==> config.mk <==
export PLATFORM = sky130hd
export DESIGN_NAME = regfile_write_arbiter_flat
export DESIGN_NICKNAME = d
export VERILOG_FILES = /design/src/rtl/regfile_write_arbiter_pkg.sv /design/src/rtl/regfile_write_arbiter_if.sv /design/src/rtl/regfile_write_arbiter_hold.sv /design/src/rtl/regfile_write_arbiter.sv /design/src/flat_wrapper.sv
export SDC_FILE = /design/constraint.sdc
export NUM_CORES = 1
export LEC_CHECK = 0
export CORE_MARGIN = 2
export CORE_UTILIZATION = 35
export DETAILED_ROUTE_END_ITERATION = 6
export PLACE_DENSITY = 0.64
export SLEW_MARGIN = 20
export SYNTH_ARGS = -nofsm -noshare
export SYNTH_HDL_FRONTEND = slang
export SYNTH_SLANG_ARGS = --single-unit
==> constraint.sdc <==
create_clock -name clock -period 2.5 [get_ports clock]
set_input_delay 0.5 -clock clock [delete_from_list [all_inputs] [get_ports clock]]
set_output_delay 0.5 -clock clock [all_outputs]
set_load 0.02 [all_outputs]
==> src/rtl/regfile_write_arbiter_pkg.sv <==
// Shared definitions for the RegFile write-port arbiter slice.
//   DEFAULT_SEL_WIDTH / DEFAULT_DATA_WIDTH : parameter defaults
//   ZERO_REG  : hardwired-zero register index (writes to it are dropped)
//   req_id_e  : requester index (REQ_ALU = 0, REQ_MEM = 1)
//   age_e     : which hold buffer was loaded first when both are valid
package regfile_write_arbiter_pkg;

  localparam int unsigned DEFAULT_SEL_WIDTH  = 5;
  localparam int unsigned DEFAULT_DATA_WIDTH = 32;
  localparam int unsigned ZERO_REG           = 0;

  typedef enum logic {
    REQ_ALU = 1'b0,
    REQ_MEM = 1'b1
  } req_id_e;

  // AGE_NONE also covers "both loaded on the same edge".
  typedef enum logic [1:0] {
    AGE_NONE      = 2'd0,
    AGE_ALU_OLDER = 2'd1,
    AGE_MEM_OLDER = 2'd2
  } age_e;

endpackage

==> src/rtl/regfile_write_arbiter_if.sv <==
// Bundle of the arbiter's requester handshakes, RegFile write port and
// hazard-lookup signals.
//   master : writeback stages / decode side (drives requests and queries)
//   slave  : the arbiter
interface regfile_write_arbiter_if
  import regfile_write_arbiter_pkg::*;
#(
  parameter int unsigned DATA_WIDTH = DEFAULT_DATA_WIDTH,
  parameter int unsigned SEL_WIDTH  = DEFAULT_SEL_WIDTH
);
  logic                  req0_valid;
  logic [SEL_WIDTH-1:0]  req0_sel;
  logic [DATA_WIDTH-1:0] req0_data;
  logic                  req0_ready;
  logic                  req1_valid;
  logic [SEL_WIDTH-1:0]  req1_sel;
  logic [DATA_WIDTH-1:0] req1_data;
  logic                  req1_ready;
  logic                  write;
  logic [SEL_WIDTH-1:0]  write_sel;
  logic [DATA_WIDTH-1:0] write_data;
  logic [SEL_WIDTH-1:0]  rs1_sel;
  logic [SEL_WIDTH-1:0]  rs2_sel;
  logic                  rs1_pending;
  logic                  rs2_pending;

  modport master (
    output req0_valid, req0_sel, req0_data, input req0_ready,
    output req1_valid, req1_sel, req1_data, input req1_ready,
    input  write, write_sel, write_data,
    output rs1_sel, rs2_sel, input rs1_pending, rs2_pending
  );

  modport slave (
    input  req0_valid, req0_sel, req0_data, output req0_ready,
    input  req1_valid, req1_sel, req1_data, output req1_ready,
    output write, write_sel, write_data,
    input  rs1_sel, rs2_sel, output rs1_pending, rs2_pending
  );
endinterface

==> src/rtl/regfile_write_arbiter_hold.sv <==
// wb_hold_buffer: single-entry writeback holding register.
//   load/load_sel/load_data : capture a new entry (load wins over clear)
//   clear                   : entry drained to the write port
//   valid/sel/data          : current contents
//   query_a/b_sel, match_a/b: entry is valid and targets the queried register
module wb_hold_buffer
  import regfile_write_arbiter_pkg::*;
#(
  parameter int unsigned DATA_WIDTH = DEFAULT_DATA_WIDTH,
  parameter int unsigned SEL_WIDTH  = DEFAULT_SEL_WIDTH
) (
  input  logic                  clock,
  input  logic                  reset,
  input  logic                  load,
  input  logic                  clear,
  input  logic [SEL_WIDTH-1:0]  load_sel,
  input  logic [DATA_WIDTH-1:0] load_data,
  input  logic [SEL_WIDTH-1:0]  query_a_sel,
  input  logic [SEL_WIDTH-1:0]  query_b_sel,
  output logic                  valid,
  output logic [SEL_WIDTH-1:0]  sel,
  output logic [DATA_WIDTH-1:0] data,
  output logic                  match_a,
  output logic                  match_b
);
  always_ff @(posedge clock or negedge reset) begin
    if (!reset) begin
      valid <= 1'b0;
      sel   <= '0;
      data  <= '0;
    end else if (load) begin
      valid <= 1'b1;
      sel   <= load_sel;
      data  <= load_data;
    end else if (clear) begin
      valid <= 1'b0;
    end
  end

  assign match_a = valid && (sel == query_a_sel);
  assign match_b = valid && (sel == query_b_sel);
endmodule

==> src/rtl/regfile_write_arbiter.sv <==
// regfile_write_arbiter: shares the RegFile write port between ALU writeback
// (requester 0) and load writeback (requester 1).
//   clock, reset (async, active low)
//   bus.req0_* / bus.req1_*      : valid/ready handshakes into one-entry buffers
//   bus.write / write_sel / data : registered RegFile write port
//   bus.rs1/rs2_sel -> _pending  : RAW lookup against uncommitted writes
module regfile_write_arbiter
  import regfile_write_arbiter_pkg::*;
#(
  parameter int unsigned DATA_WIDTH = DEFAULT_DATA_WIDTH,
  parameter int unsigned SEL_WIDTH  = DEFAULT_SEL_WIDTH
) (
  input logic                    clock,
  input logic                    reset,
  regfile_write_arbiter_if.slave bus
);
  localparam logic [SEL_WIDTH-1:0] ZERO_SEL = SEL_WIDTH'(ZERO_REG);

  logic                  h0_valid, h1_valid;
  logic [SEL_WIDTH-1:0]  h0_sel, h1_sel;
  logic [DATA_WIDTH-1:0] h0_data, h1_data;
  logic                  h0_match1, h0_match2, h1_match1, h1_match2;
  logic                  grant0, grant1, ready0, ready1, load0, load1;
  req_id_e               rr_ptr;
  age_e                  age_q, age_next;
  logic                  write_q;
  logic [SEL_WIDTH-1:0]  write_sel_q;
  logic [DATA_WIDTH-1:0] write_data_q;

  wb_hold_buffer #(.DATA_WIDTH(DATA_WIDTH), .SEL_WIDTH(SEL_WIDTH)) u_hold0 (
    .clock(clock), .reset(reset), .load(load0), .clear(grant0),
    .load_sel(bus.req0_sel), .load_data(bus.req0_data),
    .query_a_sel(bus.rs1_sel), .query_b_sel(bus.rs2_sel),
    .valid(h0_valid), .sel(h0_sel), .data(h0_data),
    .match_a(h0_match1), .match_b(h0_match2)
  );

  wb_hold_buffer #(.DATA_WIDTH(DATA_WIDTH), .SEL_WIDTH(SEL_WIDTH)) u_hold1 (
    .clock(clock), .reset(reset), .load(load1), .clear(grant1),
    .load_sel(bus.req1_sel), .load_data(bus.req1_data),
    .query_a_sel(bus.rs1_sel), .query_b_sel(bus.rs2_sel),
    .valid(h1_valid), .sel(h1_sel), .data(h1_data),
    .match_a(h1_match1), .match_b(h1_match2)
  );

  always_comb begin
    grant0 = 1'b0;
    grant1 = 1'b0;
    if (h0_valid && h1_valid) begin
      if (h0_sel == h1_sel) begin
        // Same destination: older entry commits first so the younger value
        // survives. Same-edge loads (AGE_NONE) let requester 1 go first.
        if (age_q == AGE_ALU_OLDER) grant0 = 1'b1;
        else                        grant1 = 1'b1;
      end else if (rr_ptr == REQ_ALU) begin
        grant0 = 1'b1;
      end else begin
        grant1 = 1'b1;
      end
    end else begin
      grant0 = h0_valid;
      grant1 = h1_valid;
    end
  end

  assign ready0 = !h0_valid || grant0;
  assign ready1 = !h1_valid || grant1;
  // Writes to the zero register complete the handshake but are dropped.
  assign load0  = bus.req0_valid && ready0 && (bus.req0_sel != ZERO_SEL);
  assign load1  = bus.req1_valid && ready1 && (bus.req1_sel != ZERO_SEL);

  always_comb begin
    age_next = age_q;
    // A load implies its own buffer is free or draining, so only the other
    // buffer's survival decides whether an ordering exists.
    if (load0 && h1_valid && !grant1)      age_next = AGE_MEM_OLDER;
    else if (load1 && h0_valid && !grant0) age_next = AGE_ALU_OLDER;
    else if (grant0 || grant1)             age_next = AGE_NONE;
  end

  always_ff @(posedge clock or negedge reset) begin
    if (!reset) begin
      rr_ptr       <= REQ_ALU;
      age_q        <= AGE_NONE;
      write_q      <= 1'b0;
      write_sel_q  <= '0;
      write_data_q <= '0;
    end else begin
      age_q   <= age_next;
      write_q <= grant0 || grant1;
      if (grant0) begin
        rr_ptr       <= REQ_MEM;
        write_sel_q  <= h0_sel;
        write_data_q <= h0_data;
      end else if (grant1) begin
        rr_ptr       <= REQ_ALU;
        write_sel_q  <= h1_sel;
        write_data_q <= h1_data;
      end
    end
  end

  assign bus.req0_ready  = ready0;
  assign bus.req1_ready  = ready1;
  assign bus.write       = write_q;
  assign bus.write_sel   = write_sel_q;
  assign bus.write_data  = write_data_q;
  assign bus.rs1_pending = (bus.rs1_sel != ZERO_SEL) &&
                           (h0_match1 || h1_match1 || (write_q && write_sel_q == bus.rs1_sel));
  assign bus.rs2_pending = (bus.rs2_sel != ZERO_SEL) &&
                           (h0_match2 || h1_match2 || (write_q && write_sel_q == bus.rs2_sel));
endmodule

==> src/flat_wrapper.sv <==
// flat-port wrapper written by rule: the top's interface ports become plain ports
module regfile_write_arbiter_flat import regfile_write_arbiter_pkg::*;
#(
  parameter int unsigned DATA_WIDTH = DEFAULT_DATA_WIDTH,
  parameter int unsigned SEL_WIDTH  = DEFAULT_SEL_WIDTH
)
  (clock, reset, bus_req0_valid, bus_req0_sel, bus_req0_data, bus_req0_ready, bus_req1_valid, bus_req1_sel, bus_req1_data, bus_req1_ready, bus_write, bus_write_sel, bus_write_data, bus_rs1_sel, bus_rs2_sel, bus_rs1_pending, bus_rs2_pending);
  regfile_write_arbiter_if #(.DATA_WIDTH(DATA_WIDTH), .SEL_WIDTH(SEL_WIDTH)) bus_i ();
  input logic clock;
  input logic reset;
  input wire logic [$bits(bus_i.req0_valid)-1:0] bus_req0_valid;
  input wire logic [$bits(bus_i.req0_sel)-1:0] bus_req0_sel;
  input wire logic [$bits(bus_i.req0_data)-1:0] bus_req0_data;
  output wire logic [$bits(bus_i.req0_ready)-1:0] bus_req0_ready;
  input wire logic [$bits(bus_i.req1_valid)-1:0] bus_req1_valid;
  input wire logic [$bits(bus_i.req1_sel)-1:0] bus_req1_sel;
  input wire logic [$bits(bus_i.req1_data)-1:0] bus_req1_data;
  output wire logic [$bits(bus_i.req1_ready)-1:0] bus_req1_ready;
  output wire logic [$bits(bus_i.write)-1:0] bus_write;
  output wire logic [$bits(bus_i.write_sel)-1:0] bus_write_sel;
  output wire logic [$bits(bus_i.write_data)-1:0] bus_write_data;
  input wire logic [$bits(bus_i.rs1_sel)-1:0] bus_rs1_sel;
  input wire logic [$bits(bus_i.rs2_sel)-1:0] bus_rs2_sel;
  output wire logic [$bits(bus_i.rs1_pending)-1:0] bus_rs1_pending;
  output wire logic [$bits(bus_i.rs2_pending)-1:0] bus_rs2_pending;
  assign bus_i.req0_valid = bus_req0_valid;
  assign bus_i.req0_sel = bus_req0_sel;
  assign bus_i.req0_data = bus_req0_data;
  assign bus_req0_ready = bus_i.req0_ready;
  assign bus_i.req1_valid = bus_req1_valid;
  assign bus_i.req1_sel = bus_req1_sel;
  assign bus_i.req1_data = bus_req1_data;
  assign bus_req1_ready = bus_i.req1_ready;
  assign bus_write = bus_i.write;
  assign bus_write_sel = bus_i.write_sel;
  assign bus_write_data = bus_i.write_data;
  assign bus_i.rs1_sel = bus_rs1_sel;
  assign bus_i.rs2_sel = bus_rs2_sel;
  assign bus_rs1_pending = bus_i.rs1_pending;
  assign bus_rs2_pending = bus_i.rs2_pending;
  regfile_write_arbiter #(.DATA_WIDTH(DATA_WIDTH), .SEL_WIDTH(SEL_WIDTH)) u_core (.clock(clock), .reset(reset), .bus(bus_i));
endmodule
==> results.yml, run 1 <==
logic_synthesis:
  yosysWarnings: 0
  ys.flop_type: "dfrtp_1"
  synth-edff-count: 0
  synthCells: 427
  synth_area_leader_cell: "dfrtp_1"
  yosys-top-cells-area: "dfrtp_1 57%, mux2_2 12%, nor2_1 5.6%, xor2_1 4.9%, o22ai_1 4.5%"
  synth.distinct_cells: 38
  yosysSeqAreaShare_pct: 56.73
  syn_nets: 515
  yosys.area.top_type_share_pct: 56.73
  synth_area_sq_mm: 0.005161
  avgSynthCellArea_sq_um: 12.09
  ys_async_sr_fraction_pct: 100.0
  ys_seq_elements: 117
sta:
  timing.final.ws_setup_ps: -185.9
  rsz0062_at_grt: "true"
  hold_violations: 0
  finalCritPeriodShare_pct: 107.4
  setup_viol: 27
  worst_slew_pin_slew_ps: 806.4
  clock_skew_ps: 9.897
  relSlewSlack_pct: 46.16
  fmax_mhz: 372.3
  period_minus_slack_ps: 2686
  slew_viol_final: 0
drt:
  wl_met2_um: 7292
  vias: 4025
  avgViaCountPerCell: 5.038
  dr.first_iter.drc_count: 179
  wl_um: 14490
  top_layer_used: "met4"
  drt-met1-wl_um: 6166
  drtAntennaViolNets: 0
  dr_wl_met3_um: 769
  route.detailed.drc: 0
  avgRoutedWirePerCell_um: 18.13
  first_pass_iters: 4
floorplan:
  dieArea_sq_mm: 0.01573
  placementRows: 44
  ios: 130
  start_util_pct: 35.65
  die_w_um: 125.4
  fp.dieH_um: 125.4
  coreArea_sq_mm: 0.01448
critical_path:
  cp_data_arrival_time_ps: 2190
  cp_slowest_stage_delay_ps: 430
  crit_required_ps: 2000
  path_buf_inv: 3
  reg2reg_from: "u_core.u_hold0.sel[2]$_DFFE_PN0N_"
  cp-startpoint: "u_core.u_hold0.sel[2]$_DFFE_PN0N_"
  crit_path_end_kind: "output pin"
  reg2reg_depth: 10
  cp_common_cell: "buf_6"
  cp-start-kind: "flip-flop"
  path_max_fanout: 3
  cpLargestDelayFamily: "simple AND/OR/NAND/NOR gates"
  path_class: "reg -> out"
  path_cells: "xor2_1, or3_4, buf_6, o211a_4, or2_4, inv_2, buf_6"
  cp_slowest_cell: "or3_4"
  critical_path_depth: 7
status:
  status: "finished with violations"
  violations: "negative setup slack"
clock_tree:
  cts_tree: "yes"
  clock_latency_ps: 410
  ctsLongestPathBuffers: 2
  cts_inserted_buffers: 17
  path_clk_slew_ps: 50
  cts_max_level: 4
  cts-root-buf: "clkbuf_16"
  cts_sinks: 117
place:
  postPlaceCellArea_sq_mm: 0.006938
  place_inst: 756
  place.gp.congestion: 0.8896
  portBuffers: 129
  place_hpwl_um: 9681
worst_hold_path:
  hold_path_class: "in -> async"
power:
  ir_drop_mv: 0.6164
  p_leak_nw: 3.388
  power.density_mw_per_mm2: 1199
global_route:
  grt_pass1_vias: 4298
  grt_max_degree: 51
  antenna_found_initial: 0
  overflow: 0
  grt_pass1_wl_um: 22150
  globalRouteTotalUtil_pct: 18.21
run:
  max-cap-violations: 0
final_layout:
  drive_above_1_share_pct: 28.78
  seqCellArea_sq_mm: 0.002928
  nNetsFinal: 691
  layout_common_cells: "119 x clkdlybuf4s50_1, 117 x dfrtp_1, 76 x nor2_1"
  n_antenna_cell: 0
  final_util_pct: 54.54
  fillers: 1235
  final_common_cell: "clkdlybuf4s50_1"
  stdcell_count: 799
  multi_input_area_sq_mm: 0.002247
  postLayoutCellArea_sq_mm: 0.007896
  area_growth_pct: 52.99
[final cells by class]
| class | instances | area share [%] |
|---|---|---|
| Sequential cell | 117 | 37.08 |
| Clock buffer | 23 | 6.306 |
| Timing Repair Buffer | 183 | 23.17 |
| Inverter | 5 | 0.2377 |
| Multi-Input combinational cell | 279 | 28.46 |
| Tap cell | 184 | 2.916 |
| Clock inverter | 8 | 1.838 |
[worst reg2reg max path: stages, from the launching register on]
cell       delay (ps)
dfrtp_1           380
xor2_1            180
or3_4             430
buf_6             140
o211a_4           240
buf_4             130
buf_6             110
nor3_4            190
buf_6             180
clkbuf_16         170
mux2_4            300
[state kept, by name (all words and copies together) (netlist names)]
signal                 cells
u_core.age_q               2
u_core.u_hold1.sel         5
u_core.u_hold0.data       32
u_core.bus.write_data     32
u_core.rr_ptr              1
u_core.u_hold0.sel         5
u_core.bus.write_sel       5
u_core.u_hold1.data       32
u_core.u_hold1.valid       1
u_core.bus.write           1
u_core.u_hold0.valid       1
[cells by family (layout without fill, tap and decap cells)]
logic type             Yosys count  after routing  synth area share (%)
XOR/XNOR                        37             37                 6.279
AO/OA/AOI/OAI                   57             57                 7.370
flip-flops                     117            117                 56.73
buffers and inverters           31            219                 3.564
multiplexers                    72             72                 15.71
AND/OR/NAND/NOR                113            113                 10.35
[metrics by stage]
step / power, mW / setup WS, ps / TNS, ps / hold WS [ps]
after floorplan: 4.892 / 142.8 / 0 / 204.4
after global placement: 6.437 / -406.4 / -1093 / 469.3
after detailed placement: 6.532 / -554.9 / -1500 / 477.7
after CTS: 9.250 / -204.3 / -296.4 / 99.66
after global routing: 9.967 / -256.6 / -4401 / 125.4
final: 9.468 / -185.9 / -1462 / 94.07
[path summary, 6_finish.rpt]
path                                                    endpoint  slack (ps)
hold / removal              u_core.bus.write_data[6]$_DFFE_PN0P_          90
setup / recovery                                  bus_req0_ready        -190
setup reg to reg              u_core.u_hold0.data[7]$_DFFE_PN0N_         -70
max in group asynchronous  u_core.bus.write_data[17]$_DFFE_PN0P_        1690
min in group clock           u_core.u_hold1.data[24]$_DFFE_PN0P_         500
hold reg to reg              u_core.u_hold1.data[24]$_DFFE_PN0P_         500
[metal layers]
layer	GRT usage, %	vias to the layer above
met1	21.78	2042
li1	-	1842
met4	7.386	0
met5	0	-
met2	30.94	122
met3	5.178	19
[synth_stat cells, types with 4 or more instances]
master	count
nor2_1	77
xor2_1	29
mux2_2	54
clkbuf_1	11
o22ai_1	37
nor4_1	6
nand2_1	9
dfrtp_1	117
mux2_1	18
inv_1	4
buf_6	8
xnor2_1	8
o21ai_0	5
or4_1	4
[where the power goes]
part / switching [mW] / leakage [nW] / internal (mW)
logic: 1.85 / 1.74 / 1.96
registers: 0.466 / 1.34 / 2.58
clock network: 0.825 / 0.311 / 1.79
[timing repair]
action,CTS,global route
setup endpoints to repair,16,38
hold buffers,0,0
resized for setup,25,45
pin swaps,7,9
buffers inserted,3,8
endpoints found under the hold margin,0,0
gates cloned,0,2
Note: power is estimated with default switching activity, not from simulation.
==> inputs of run 2 (changes only) <==
--- a/config.mk
+++ b/config.mk
@@ -8,7 +8,10 @@
 export CORE_MARGIN = 2
 export CORE_UTILIZATION = 35
 export DETAILED_ROUTE_END_ITERATION = 6
+export HOLD_SLACK_MARGIN = 0.1
 export PLACE_DENSITY = 0.64
+export RECOVER_POWER = 50
+export SKIP_CTS_REPAIR_TIMING = 1
 export SLEW_MARGIN = 20
 export SYNTH_ARGS = -nofsm -noshare
 export SYNTH_HDL_FRONTEND = slang
==> results.yml, run 2 (synthesis gave the netlist of run 1 again) <==
status:
  status: "finished with violations"
  violations: "negative setup slack"
critical_path:
  path_cells: "xor2_2, or3_4, buf_6, o211a_4, or2_4, inv_2, buf_6"
  reg2reg_depth: 9
  reg2reg_slack_ps: 60
  crit_path_end_kind: "output pin"
  r2r_end: "u_core.u_hold1.data[7]$_DFFE_PN0P_"
  reg2reg_from: "u_core.u_hold0.sel[2]$_DFFE_PN0N_"
  crit_required_ps: 2000
  cpLargestDelayFamily: "simple AND/OR/NAND/NOR gates"
  cp_common_cell: "buf_6"
  cp-start-kind: "flip-flop"
  path_buf_inv: 3
  cp_data_arrival_time_ps: 2220
  path_max_fanout: 3
  cp_slowest_stage_delay_ps: 420
  path_class: "reg -> out"
  cp_slowest_cell: "or3_4"
  cp-startpoint: "u_core.u_hold0.sel[2]$_DFFE_PN0N_"
clock_tree:
  path_clk_slew_ps: 50
  cts_max_level: 4
  cts-root-buf: "clkbuf_16"
  cts_sinks: 117
  cts_tree: "yes"
  clock_latency_ps: 410
  ctsLongestPathBuffers: 2
  cts_inserted_buffers: 17
power:
  ir_drop_mv: 0.6141
  p_leak_nw: 3.252
  power.density_mw_per_mm2: 1198
global_route:
  antenna_found_initial: 0
  globalRouteTotalUtil_pct: 18.07
  grt_pass1_vias: 4252
  overflow: 0
  grt_pass1_wl_um: 21970
  grt_max_degree: 51
floorplan:
  die_w_um: 125.4
  ios: 130
  placementRows: 44
  dieArea_sq_mm: 0.01573
  start_util_pct: 35.65
  fp.dieH_um: 125.4
  coreArea_sq_mm: 0.01448
final_layout:
  layout_common_cells: "119 x clkdlybuf4s50_1, 117 x dfrtp_1, 77 x nor2_1"
  nNetsFinal: 687
  fillers: 1235
  n_antenna_cell: 0
  postLayoutCellArea_sq_mm: 0.007717
  drive_above_1_share_pct: 24.88
  final_common_cell: "clkdlybuf4s50_1"
  area_growth_pct: 49.53
drt:
  avgRoutedWirePerCell_um: 17.57
  wl_um: 13970
  first_pass_iters: 4
  vias: 3981
  avgViaCountPerCell: 5.008
  route.detailed.drc: 0
  dr.first_iter.drc_count: 163
  drtAntennaViolNets: 0
sta:
  hold_violations: 0
  clock_skew_ps: 8.647
  setup_viol: 3
  timing.final.ws_setup_ps: -216.8
  slew_viol_final: 0
  finalCritPeriodShare_pct: 108.7
  period_minus_slack_ps: 2717
  fmax_mhz: 368.1
  relSlewSlack_pct: 4.065
  worst_slew_pin_slew_ps: 1437
  rsz0062_at_grt: "true"
worst_hold_path:
  hold_path_class: "in -> async"
place:
  place.gp.congestion: 0.8896
  portBuffers: 129
  dp_slack_ps: -554.9
  postPlaceCellArea_sq_mm: 0.006938
  place_hpwl_um: 9681
run:
  max-cap-violations: 0
-- run 2: how the worst max path moves through the flow --
stage	end	slack (ps)	cells past startpoint
floorplan	bus_req0_ready	140	7
finish	bus_req0_ready	-220	7
CTS	bus_rs1_pending	-560	7
global placement	bus_rs2_pending	-410	7
detailed placement	bus_rs1_pending	-550	7
global route	bus_req0_ready	-290	7
-- run 2: cell type report --
| class | instances | area, sq um | share of cell area (%) |
|---|---|---|---|
| timing repair buffer | 179 | 1764 | 22.86 |
| clock inverter | 8 | 145.1 | 1.881 |
| clock buffer | 23 | 498.0 | 6.453 |
| tap | 184 | 230.2 | 2.983 |
| multi-input combinational | 279 | 2133 | 27.64 |
| sequential | 117 | 2928 | 37.94 |
| inverter | 5 | 18.77 | 0.2432 |
-- run 2: power breakdown --
| part | leakage [nW] | internal (mW) | total, mW | switching, mW |
|---|---|---|---|---|
| Combinational | 1.60 | 1.80 | 3.60 | 1.80 |
| Sequential | 1.34 | 2.58 | 3.04 | 0.453 |
| Clock | 0.311 | 1.79 | 2.61 | 0.816 |
| Total | 3.25 | 6.17 | 9.24 | 3.07 |
-- run 2: per-layer routing --
layer  vias to the layer above  routed length [um]  track usage, %
met5                         -                   0               0
met4                         0                 289           7.582
met3                        20                 701           5.220
met2                       111                7039           30.33
met1                      2012                5935           21.78
li1                       1838                   -               -
-- run 2: stage by stage --
stage	total power, mW	setup TNS, ps	util (%)	hold WS [ps]	std cells
floorplan	4.892	0	-	204.4	427
finish	9.245	-482.4	53.30	288.1	795
global placement	6.437	-1093	47.92	469.3	756
global route	9.757	-1282	53.30	377.8	795
detailed placement	6.532	-1500	47.92	477.7	756
CTS	9.188	-2634	52.36	99.66	787
==> RTL edit (settings of run 2) <==
`ZERO_REG`: 0 -> 1.
--- a/src/rtl/regfile_write_arbiter_pkg.sv
+++ b/src/rtl/regfile_write_arbiter_pkg.sv
@@ -8,5 +8,5 @@
   localparam int unsigned DEFAULT_SEL_WIDTH  = 5;
   localparam int unsigned DEFAULT_DATA_WIDTH = 32;
-  localparam int unsigned ZERO_REG           = 0;
+  localparam int unsigned ZERO_REG           = 1;
 
   typedef enum logic {
Behaviour: not the same (a bounded check fails within 4 cycles, from zero or initial values and one cycle with reset low).
==> RTL edit against run 2 <==
  * Sequential power is essentially flat
  * Cell area shrank 1.8%
  * Cell count shrank 0.38%
  * Area after synthesis grew 0.15%
  * Routed wire length shrank 1.8%
  * Die area grew 0.14%
  * Sequential cell count is the same
  * The flow still finishes with violations (negative setup slack)
  * Total power shrank 3.8%
  * Setup slack lost 0.80 ps
  * Register-to-register slack gained 30 ps
  * Clock power shrank 7%
  * Critical path type unchanged
==> RTL edit: results (changes against run 2) <==
==================================================================================
Result of the run                                                     finished, violations left
Violations in the final reports                                       negative setup slack
Top area cells in the synthesized netlist                             dfrtp_1 (57%), mux2_2 (10%), mux2_1 (5.7%)
Placed Cells                                                                   758   +0.26%
YS warnings                                                                      0   unchanged
Overall overflow remaining after global route                                    0   unchanged
Clock-pin transition on the worst setup and hold timing paths                50 ps   about the same
Worst-case clock skew                                                      8.05 ps   -0.594 ps
Final-layout non-clock buffer area share                                     22.2%   -0.61 points
Met1 track utilization from global routing                                   22.4%   +0.66 points
Worst-case setup margin in the final layout                                -218 ps   -0.802 ps
Bufs on Longest Clock Path                                                       2   unchanged
Met2 global-route usage                                                      29.9%   -0.41 points
Post-DP Area                                                              6950 um2   +0.14%
Amount of wire on met2 after detailed routing                              6910 um   -1.8%
Number of vias per cell                                                       4.98   -0.55%
Share of final-layout standard cells stronger than drive strength 1          22.9%   -2.0 points
Clk_buf instances                                                               24   +4.3%
Starting DRC count in detailed routing                                         118   -28%
Clock network area share                                                     7.89%   -0.44 points
Met3 track demand over resource                                              4.84%   -0.39 points
Dominant delay contributor by cell family on the critical path        simple AND/OR/NAND/NOR gates
Worst slack at placement                                                   -484 ps   +70.4 ps
Maximum number of pins on one net before global-route repair                    52   +2.0%
Leakage component of the power                                          0.00316 uW   -3.0%
Most numerous cell types in the synthesized netlist                   dfrtp_1 (117), nor2_1 (75), mux2_2 (46)
Max rail drop VDD                                                         0.550 mV   -10%
Total nets after synthesis                                                     515   unchanged
Vias in the first global route                                               4,257   +0.12%
Max layer used                                                                met4
Worst hold slack across all endpoints                                       267 ps   -21.1 ps
Depth of the CTS H-tree                                                          4   unchanged
Transition at the pin with the smallest max-transition slack               1400 ps   -39.2 ps
Non-filler instance count after layout                                         792   -0.38%
Number of endpoints failing setup at the final stage                             3   unchanged
Multi-input gate share of total cell area                                    27.9%   +0.28 points
Total global-route track usage                                               18.1%   +0.047 points
Largest fanout of any net on the critical path                                   3   unchanged
Power density cells                                                    1170 nW/um2   -2.0%
Amount of wire on met3 after detailed routing                               572 um   -18%
Final setup TNS                                                            -491 ps   -8.30 ps
Number of different library cells in the post-synthesis netlist                 38   unchanged
Reg2reg setup slack                                                          90 ps   +30 ps
Number of fill cells in the layout                                           1,287   +4.2%
Time the worst path needs with I/O delays and setup                        2720 ps   +0.802 ps
Post-detailed-routing wire length                                        13,700 um   -1.8%
Proportion of synthesized chip area in sequential cells                      56.6%   -0.082 points
Final Wtd Congestion                                                         0.913   +2.6%
Total number of nets in the final design                                       683   -0.58%
Number of clock buffers inserted by TritonCTS                                   17   unchanged
Routed metal-1 wire length                                                 5930 um   -0.12%
First-pass GRT wire length                                               22,300 um   +1.3%
Final HPWL DP                                                              9580 um   -1.0%
Signal buffers                                                                 175   -2.2%
==================================================================================
## RTL edit: kinds of logic (layout without fill, tap and decap cells)
kind of cell	count (synthesis)	count (layout)	share of synthesized area, %
XOR/XNOR	37	37	6.27
AND/OR/NAND/NOR	113	113	10.5
flip-flops	117	117	56.6
buffers and inverters	31	212	3.56
AO/OA/AOI/OAI	57	57	7.36
multiplexers	72	72	15.7
## RTL edit: report_power, final
part           switching (uW)  internal (uW)  leakage, uW
Sequential                445           2580      0.00134
Combinational            1760           1670      0.00152
Clock                     833           1590     0.000296
## RTL edit: path summary, 6_finish.rpt
check                                             from                       to  cells after the start
worst max-delay path             u_core.u_hold1.sel[0]           bus_req0_ready                      8
worst min-delay path                             reset   u_core.u_hold1.data[0]                      1
worst max register to register   u_core.u_hold1.sel[0]  u_core.u_hold0.data[30]                      7
worst min register to register  u_core.u_hold0.data[5]   u_core.u_hold0.data[5]                      1
max in group asynchronous                        reset  u_core.u_hold1.data[21]                      2
min in group clock              u_core.u_hold0.data[5]   u_core.u_hold0.data[5]                      1
